**src/rtl/interpfir_if.sv**
```systemverilog
// Streaming handshake bundle for interpfir: sample in (valid/ready), filtered samples out (valid/ready).
interface interpfir_if #(
    parameter int unsigned DW = 8,
    parameter int unsigned OW = 16
);
    logic          in_valid;
    logic          in_ready;
    logic [DW-1:0] data_in;
    logic          out_valid;
    logic          out_ready;
    logic [OW-1:0] data_out;

    modport master (
        output in_valid, data_in, out_ready,
        input  in_ready, out_valid, data_out
    );

    modport slave (
        input  in_valid, data_in, out_ready,
        output in_ready, out_valid, data_out
    );
endinterface

```
**src/rtl/interpfir.sv**
```systemverilog
// Polyphase interpolating FIR: one multiplier, TPP MAC cycles per output, L outputs per input sample.
module interpfir #(
    parameter int unsigned L   = 4,
    parameter int unsigned TPP = 4,
    parameter int unsigned DW  = 8,
    parameter int unsigned OW  = 16
) (
    input  logic       clk,
    input  logic       rst,
    interpfir_if.slave bus
);
    localparam int unsigned PW = (L > 1) ? $clog2(L) : 1;
    localparam int unsigned JW = (TPP > 1) ? $clog2(TPP) : 1;

    typedef enum logic [1:0] {IDLE, MAC, HOLD} state_t;

    state_t                   state_q, state_d;
    logic [PW-1:0]            p_q, p_d;
    logic [JW-1:0]            j_q, j_d;
    logic [OW-1:0]            acc_q, acc_d;
    logic [TPP-1:0][DW-1:0]   x_q, x_d;
    logic                     out_valid_q, out_valid_d;
    logic [OW-1:0]            data_out_q, data_out_d;

    logic [31:0]              tap_num;
    logic [DW-1:0]            coef;
    logic [2*DW-1:0]          prod_full;
    logic [OW-1:0]            prod;

    // Coefficient h[k] = k+1 is generated from the tap index instead of stored.
    always_comb begin
        tap_num   = 32'(j_q) * L + 32'(p_q) + 32'd1;
        coef      = tap_num[DW-1:0];
        prod_full = coef * x_q[j_q];
        prod      = OW'(prod_full);
    end

    always_comb begin
        state_d     = state_q;
        p_d         = p_q;
        j_d         = j_q;
        acc_d       = acc_q;
        x_d         = x_q;
        out_valid_d = out_valid_q;
        data_out_d  = data_out_q;
        case (state_q)
            IDLE: begin
                if (bus.in_valid) begin
                    x_d[0] = bus.data_in;
                    for (int unsigned i = 1; i < TPP; i++) begin
                        x_d[i] = x_q[i-1];
                    end
                    p_d     = '0;
                    j_d     = '0;
                    acc_d   = '0;
                    state_d = MAC;
                end
            end
            MAC: begin
                if (j_q == JW'(TPP - 1)) begin
                    data_out_d  = acc_q + prod;
                    out_valid_d = 1'b1;
                    acc_d       = '0;
                    j_d         = '0;
                    state_d     = HOLD;
                end else begin
                    acc_d = acc_q + prod;
                    j_d   = j_q + 1'b1;
                end
            end
            HOLD: begin
                if (bus.out_ready) begin
                    out_valid_d = 1'b0;
                    if (p_q == PW'(L - 1)) begin
                        state_d = IDLE;
                    end else begin
                        p_d     = p_q + 1'b1;
                        state_d = MAC;
                    end
                end
            end
            default: state_d = IDLE;
        endcase
    end

    always_ff @(posedge clk) begin
        if (rst) begin
            state_q     <= IDLE;
            p_q         <= '0;
            j_q         <= '0;
            acc_q       <= '0;
            x_q         <= '0;
            out_valid_q <= 1'b0;
            data_out_q  <= '0;
        end else begin
            state_q     <= state_d;
            p_q         <= p_d;
            j_q         <= j_d;
            acc_q       <= acc_d;
            x_q         <= x_d;
            out_valid_q <= out_valid_d;
            data_out_q  <= data_out_d;
        end
    end

    assign bus.in_ready  = (state_q == IDLE) && !rst;
    assign bus.out_valid = out_valid_q;
    assign bus.data_out  = data_out_q;
endmodule

```
**src/flat_wrapper.sv**
```systemverilog
// flat-port wrapper written by rule: the top's interface ports become plain ports
module interpfir_flat 
#(
    parameter int unsigned L   = 4,
    parameter int unsigned TPP = 4,
    parameter int unsigned DW  = 8,
    parameter int unsigned OW  = 16
)
  (clk, rst, bus_in_valid, bus_data_in, bus_out_ready, bus_in_ready, bus_out_valid, bus_data_out);
  interpfir_if #(.DW(DW), .OW(OW)) bus_i ();
  input  logic clk;
  input  logic rst;
  input wire logic [$bits(bus_i.in_valid)-1:0] bus_in_valid;
  input wire logic [$bits(bus_i.data_in)-1:0] bus_data_in;
  input wire logic [$bits(bus_i.out_ready)-1:0] bus_out_ready;
  output wire logic [$bits(bus_i.in_ready)-1:0] bus_in_ready;
  output wire logic [$bits(bus_i.out_valid)-1:0] bus_out_valid;
  output wire logic [$bits(bus_i.data_out)-1:0] bus_data_out;
  assign bus_i.in_valid = bus_in_valid;
  assign bus_i.data_in = bus_data_in;
  assign bus_i.out_ready = bus_out_ready;
  assign bus_in_ready = bus_i.in_ready;
  assign bus_out_valid = bus_i.out_valid;
  assign bus_data_out = bus_i.data_out;
  interpfir #(.L(L), .TPP(TPP), .DW(DW), .OW(OW)) u_core (.clk(clk), .rst(rst), .bus(bus_i));
endmodule
```
**config.mk**
```make
export PLATFORM = sky130hd
export DESIGN_NAME = interpfir_flat
export DESIGN_NICKNAME = d
export VERILOG_FILES = /design/src/rtl/interpfir_if.sv /design/src/rtl/interpfir.sv /design/src/flat_wrapper.sv
export SDC_FILE = /design/constraint.sdc
export NUM_CORES = 1
export LEC_CHECK = 0
export CAP_MARGIN = 20
export CORE_ASPECT_RATIO = 0.8
export CORE_MARGIN = 4
export CORE_UTILIZATION = 36
export DETAILED_ROUTE_END_ITERATION = 16
export PLACE_DENSITY = 0.52
export SLEW_MARGIN = 20
export SYNTH_ARGS = -nofsm -noshare
export SYNTH_HDL_FRONTEND = slang
export SYNTH_SLANG_ARGS = --single-unit
```
**constraint.sdc**
```tcl
create_clock -name clk -period 9.8 [get_ports clk]
set_clock_uncertainty 0.2 [all_clocks]
set_input_delay 1.96 -clock clk [delete_from_list [all_inputs] [get_ports clk]]
set_output_delay 1.96 -clock clk [all_outputs]
set_load 0.05 [all_outputs]
```
==> flow_metrics.env <==
export IMPL_required_ns=9.83
export IMPL_numCtsBuffers=9
export IMPL_outcome="finished, final reports clean"
export IMPL_antenna_found_initial=0
export IMPL_die_y_um=112
export IMPL_htreeDepth=3
export IMPL_synth_seq_cells=71
export IMPL_vias_per_cell=5.09
export IMPL_synthArstFlopShare_pct=0
export IMPL_setup_viol=0
export IMPL_worstPathCellList="mux4_2 > nand2_1 > fa_1 > fa_1 > inv_1 > fa_1 > inv_1 > fa_1 > inv_1 > ha_1 > a21o_4 > a21oi_4 > a211oi_1 > or3_1 > a32o_1"
export IMPL_grt_total_usage_pct=15.4
export IMPL_hold_buffers=0
export IMPL_synthTopCellsByArea="dfxtp_1 29%, fa_1 12%, ha_1 11%"
export IMPL_ctsRootBufferMaster="clkbuf_16"
export IMPL_r2r_worst_path_cells=15
export IMPL_setup_worst_path_start_class="flip-flop"
export IMPL_p_per_area_nw_per_um2=128
export IMPL_layout_setup_ws_ns=4.02
export IMPL_place_congestion=0.815
export IMPL_drc=0
export IMPL_coreArea_um2=13000
export IMPL_p_int_mw=0.527
export IMPL_place_ws_ns=3.96
export IMPL_synth_cell_types=48
export IMPL_p_leak_nw=2.41
export IMPL_grt_max_degree=78
export IMPL_crit_buf_inv=3
export IMPL_io_pins=30
export IMPL_ant_nets=0
export IMPL_yosysSeqAreaShare_pct=29.3
export IMPL_fp_dieW_um=138
export IMPL_syn_avg_cell_area_um2=8.51
export IMPL_wl_per_cell_um=15.3
export IMPL_clkTransAtPathRegs_ns=0.06
export IMPL_synth_nets=652
export IMPL_period_minus_slack_ns=5.78
export IMPL_diodes=0
export IMPL_worstPathArrival_ns=5.81
export IMPL_clkSinkCount=71
export IMPL_crit_type="reg2reg"
export IMPL_num_rows=37
export IMPL_grt_remaining_overflow=0
export IMPL_max_cap_viol_count=0
export IMPL_dp_hpwl_um=8490
export IMPL_end_kind="flip-flop"
export IMPL_synth_top_area_cell="dfxtp_1"
export IMPL_vdd_drop_max_v=0.0000810
export IMPL_power_frac_comb_pct=10.0
export IMPL_post_cts_buffers=0
export IMPL_worstMarginPinSlew_ns=1.07
export IMPL_drive_above_1_share_pct=6.64
export IMPL_synthesis_area_um2=4850
export IMPL_portBuffers=29
export IMPL_max_freq_mhz=173
export IMPL_grt_pass1_wl_um=18900
export IMPL_finalHoldViolCount=0
export IMPL_yosysWarningCount=0
export IMPL_slowest_delay_ns=0.83
export IMPL_setup_tns_final_ns=0
export IMPL_first_pass_iters=5
export IMPL_clock_path_buffers=2
export IMPL_p_sw_share_pct=25.7
export IMPL_cts_tree="yes"
export IMPL_netlist_area_leader_share_pct=29.3
export IMPL_drv_slew=0
export IMPL_crit_top_cell="fa_1"
export IMPL_finalCritPeriodShare_pct=59.0
export IMPL_area_growth_pct=14.6
export IMPL_seq_power_share_pct=42.4
export IMPL_dieArea_um2=15400
export IMPL_pwr_share_clk_pct=47.6
export IMPL_clock_latency_ns=0.33
export IMPL_ctsResizeCount=0
export IMPL_path_depth=15
export IMPL_p_switching_mw=0.182
export IMPL_rsz0062_at_grt="false"
export IMPL_relSlewSlack_pct=28.2
export IMPL_fin_nets=664
export IMPL_synth_edf_count=0
export IMPL_grt_pass1_vias=3626
export IMPL_cpMaxStageDelayCell="dfxtp_1"
export IMPL_vias=3878
export IMPL_whs_path_depth=2
export IMPL_totalWireLength_um=11600
export IMPL_min_path_type="reg2reg"
export IMPL_cpLargestDelayFamily="adder cells"
export IMPL_start_util_pct=37.3
export IMPL_syn_inst=570
export IMPL_ys_flop_type="dfxtp_1"
export IMPL_worstPathMaxFanout=14
export IMPL_drt_initial_drc_count=221
==> path summary, 6_finish.rpt <==
path	startpoint	to	slack (ns)
setup reg to reg	u_core.j_q[0]$_SDFFE_PP0P_	u_core.acc_q[13]$_SDFFE_PP0P_	4.02
hold / removal	u_core.bus.data_out[7]$_SDFFE_PP0P_	u_core.bus.data_out[7]$_SDFFE_PP0P_	0.26
hold reg to reg	u_core.bus.data_out[7]$_SDFFE_PP0P_	u_core.bus.data_out[7]$_SDFFE_PP0P_	0.26
setup / recovery	u_core.j_q[0]$_SDFFE_PP0P_	u_core.acc_q[13]$_SDFFE_PP0P_	4.02
==> worst register-to-register path, delay by kind of cell, from the launching register on <==
kind | cells | cell delay (ns)
AO/OA/AOI/OAI | 4 | 0.88
adder cells (fa/ha/maj) | 5 | 2.47
buffers and inverters | 3 | 0.15
flip-flops | 1 | 0.83
multiplexers | 1 | 0.67
AND/OR/NAND/NOR | 2 | 0.48
==> stage by stage <==
| step | util (%) | total power [mW] | instance area, µm² | hold WS, ns | cells |
|---|---|---|---|---|---|
| 2_1_floorplan | - | 0.358 | 4850 | 0.233 | 570 |
| 3_3_place_gp | 40.4 | 0.378 | 5250 | 0.239 | 746 |
| 3_5_place_dp | 40.4 | 0.379 | 5250 | 0.247 | 746 |
| 4_1_cts | 42.7 | 0.720 | 5560 | 0.256 | 762 |
| 5_1_grt | 42.7 | 0.741 | 5560 | 0.272 | 762 |
| 6_report | 42.7 | 0.710 | 5560 | 0.256 | 762 |
==> kinds of logic after synthesis <==
| group | after synthesis | synth area share, % |
|---|---|---|
| xor+xnor | 5 | 0.903 |
| flops | 71 | 29.3 |
| fa+ha+maj | 70 | 22.5 |
| compound gates | 111 | 14.8 |
| buf+inv | 88 | 7.12 |
| simple gates | 213 | 20.8 |
| mux | 12 | 4.54 |
==> cell usage in the layout (no fill, tap or decap), types with 2 or more instances in the layout <==
master           synthesis  layout
nand2_1                101     101
dfxtp_1                 71      71
a21oi_1                 58      58
inv_1                   56      56
ha_1                    41      41
fa_1                    29      29
clkdlybuf4s50_1          0      28
nor2_1                  25      25
nand3_1                 15      15
and2_1                  15      14
o21ai_0                 14      14
and3_1                  10      10
nor2b_1                  9       9
clkbuf_16                0       9
mux4_2                   8       8
or3_1                    8       8
nor3_1                   7       7
nand3b_1                 7       7
a22oi_1                  7       7
nand4_1                  5       5
a211oi_1                 5       5
nand2b_1                 4       4
a21o_1                   4       4
mux2i_1                  4       4
a32oi_1                  4       4
a32o_1                   4       4
buf_4                    0       4
xnor2_1                  3       3
xor2_1                   2       2
and2b_1                  2       2
a21o_2                   2       2
o21a_1                   2       2
or3_2                    2       2
nor3b_1                  2       2
clkinv_4                 0       2
inv_6                    0       2
==> cells in the mapped netlist (all sizes together), types with 5 or more instances <==
master	n
or3	10
nand4	5
a21oi	59
a211oi	5
nor2	25
nor2b	9
a22oi	7
nand3b	7
clkbuf	23
fa	29
dfxtp	71
nand2	101
and2	15
buf	9
ha	41
mux4	8
a21o	7
and3	10
o21ai	14
nor3	7
nand3	15
inv	56
==> per-layer routing <==
layer	GRT usage [%]	part of all wire, %	up-vias
met5	0	0	-
met4	3.36	0.92	0
met3	3.07	3.1	9
met2	22.0	44	68
met1	23.9	52	1859
li1	-	-	1942
==> power groups by stage <==
stage	Clock [mW]	Sequential, mW	Combinational, mW
6_report	0.338	0.301	0.0709
5_1_grt	0.359	0.302	0.0803
4_1_cts	0.347	0.301	0.0718
3_5_place_dp	0	0.307	0.0714
3_3_place_gp	0	0.307	0.0708
2_1_floorplan	0	0.303	0.0546
==> area by class of cell <==
cell class	instances	area (µm²)
Clock inverter	5	65.1
Clock buffer	11	243
Sequential cell	71	1420
Tap cell	175	219
Fill cell	1286	7450
Inverter	56	210
Multi-Input combinational cell	411	3090
Timing Repair Buffer	33	315
==> flip-flops by register name (all words and copies together), names as in the netlist <==
register,cells
u_core.state_q,2
u_core.x_q,32
u_core.bus.out_valid,1
u_core.p_q,2
u_core.bus.data_out,16
u_core.j_q,2
u_core.acc_q,16
Power figures use the tool's default switching activity.
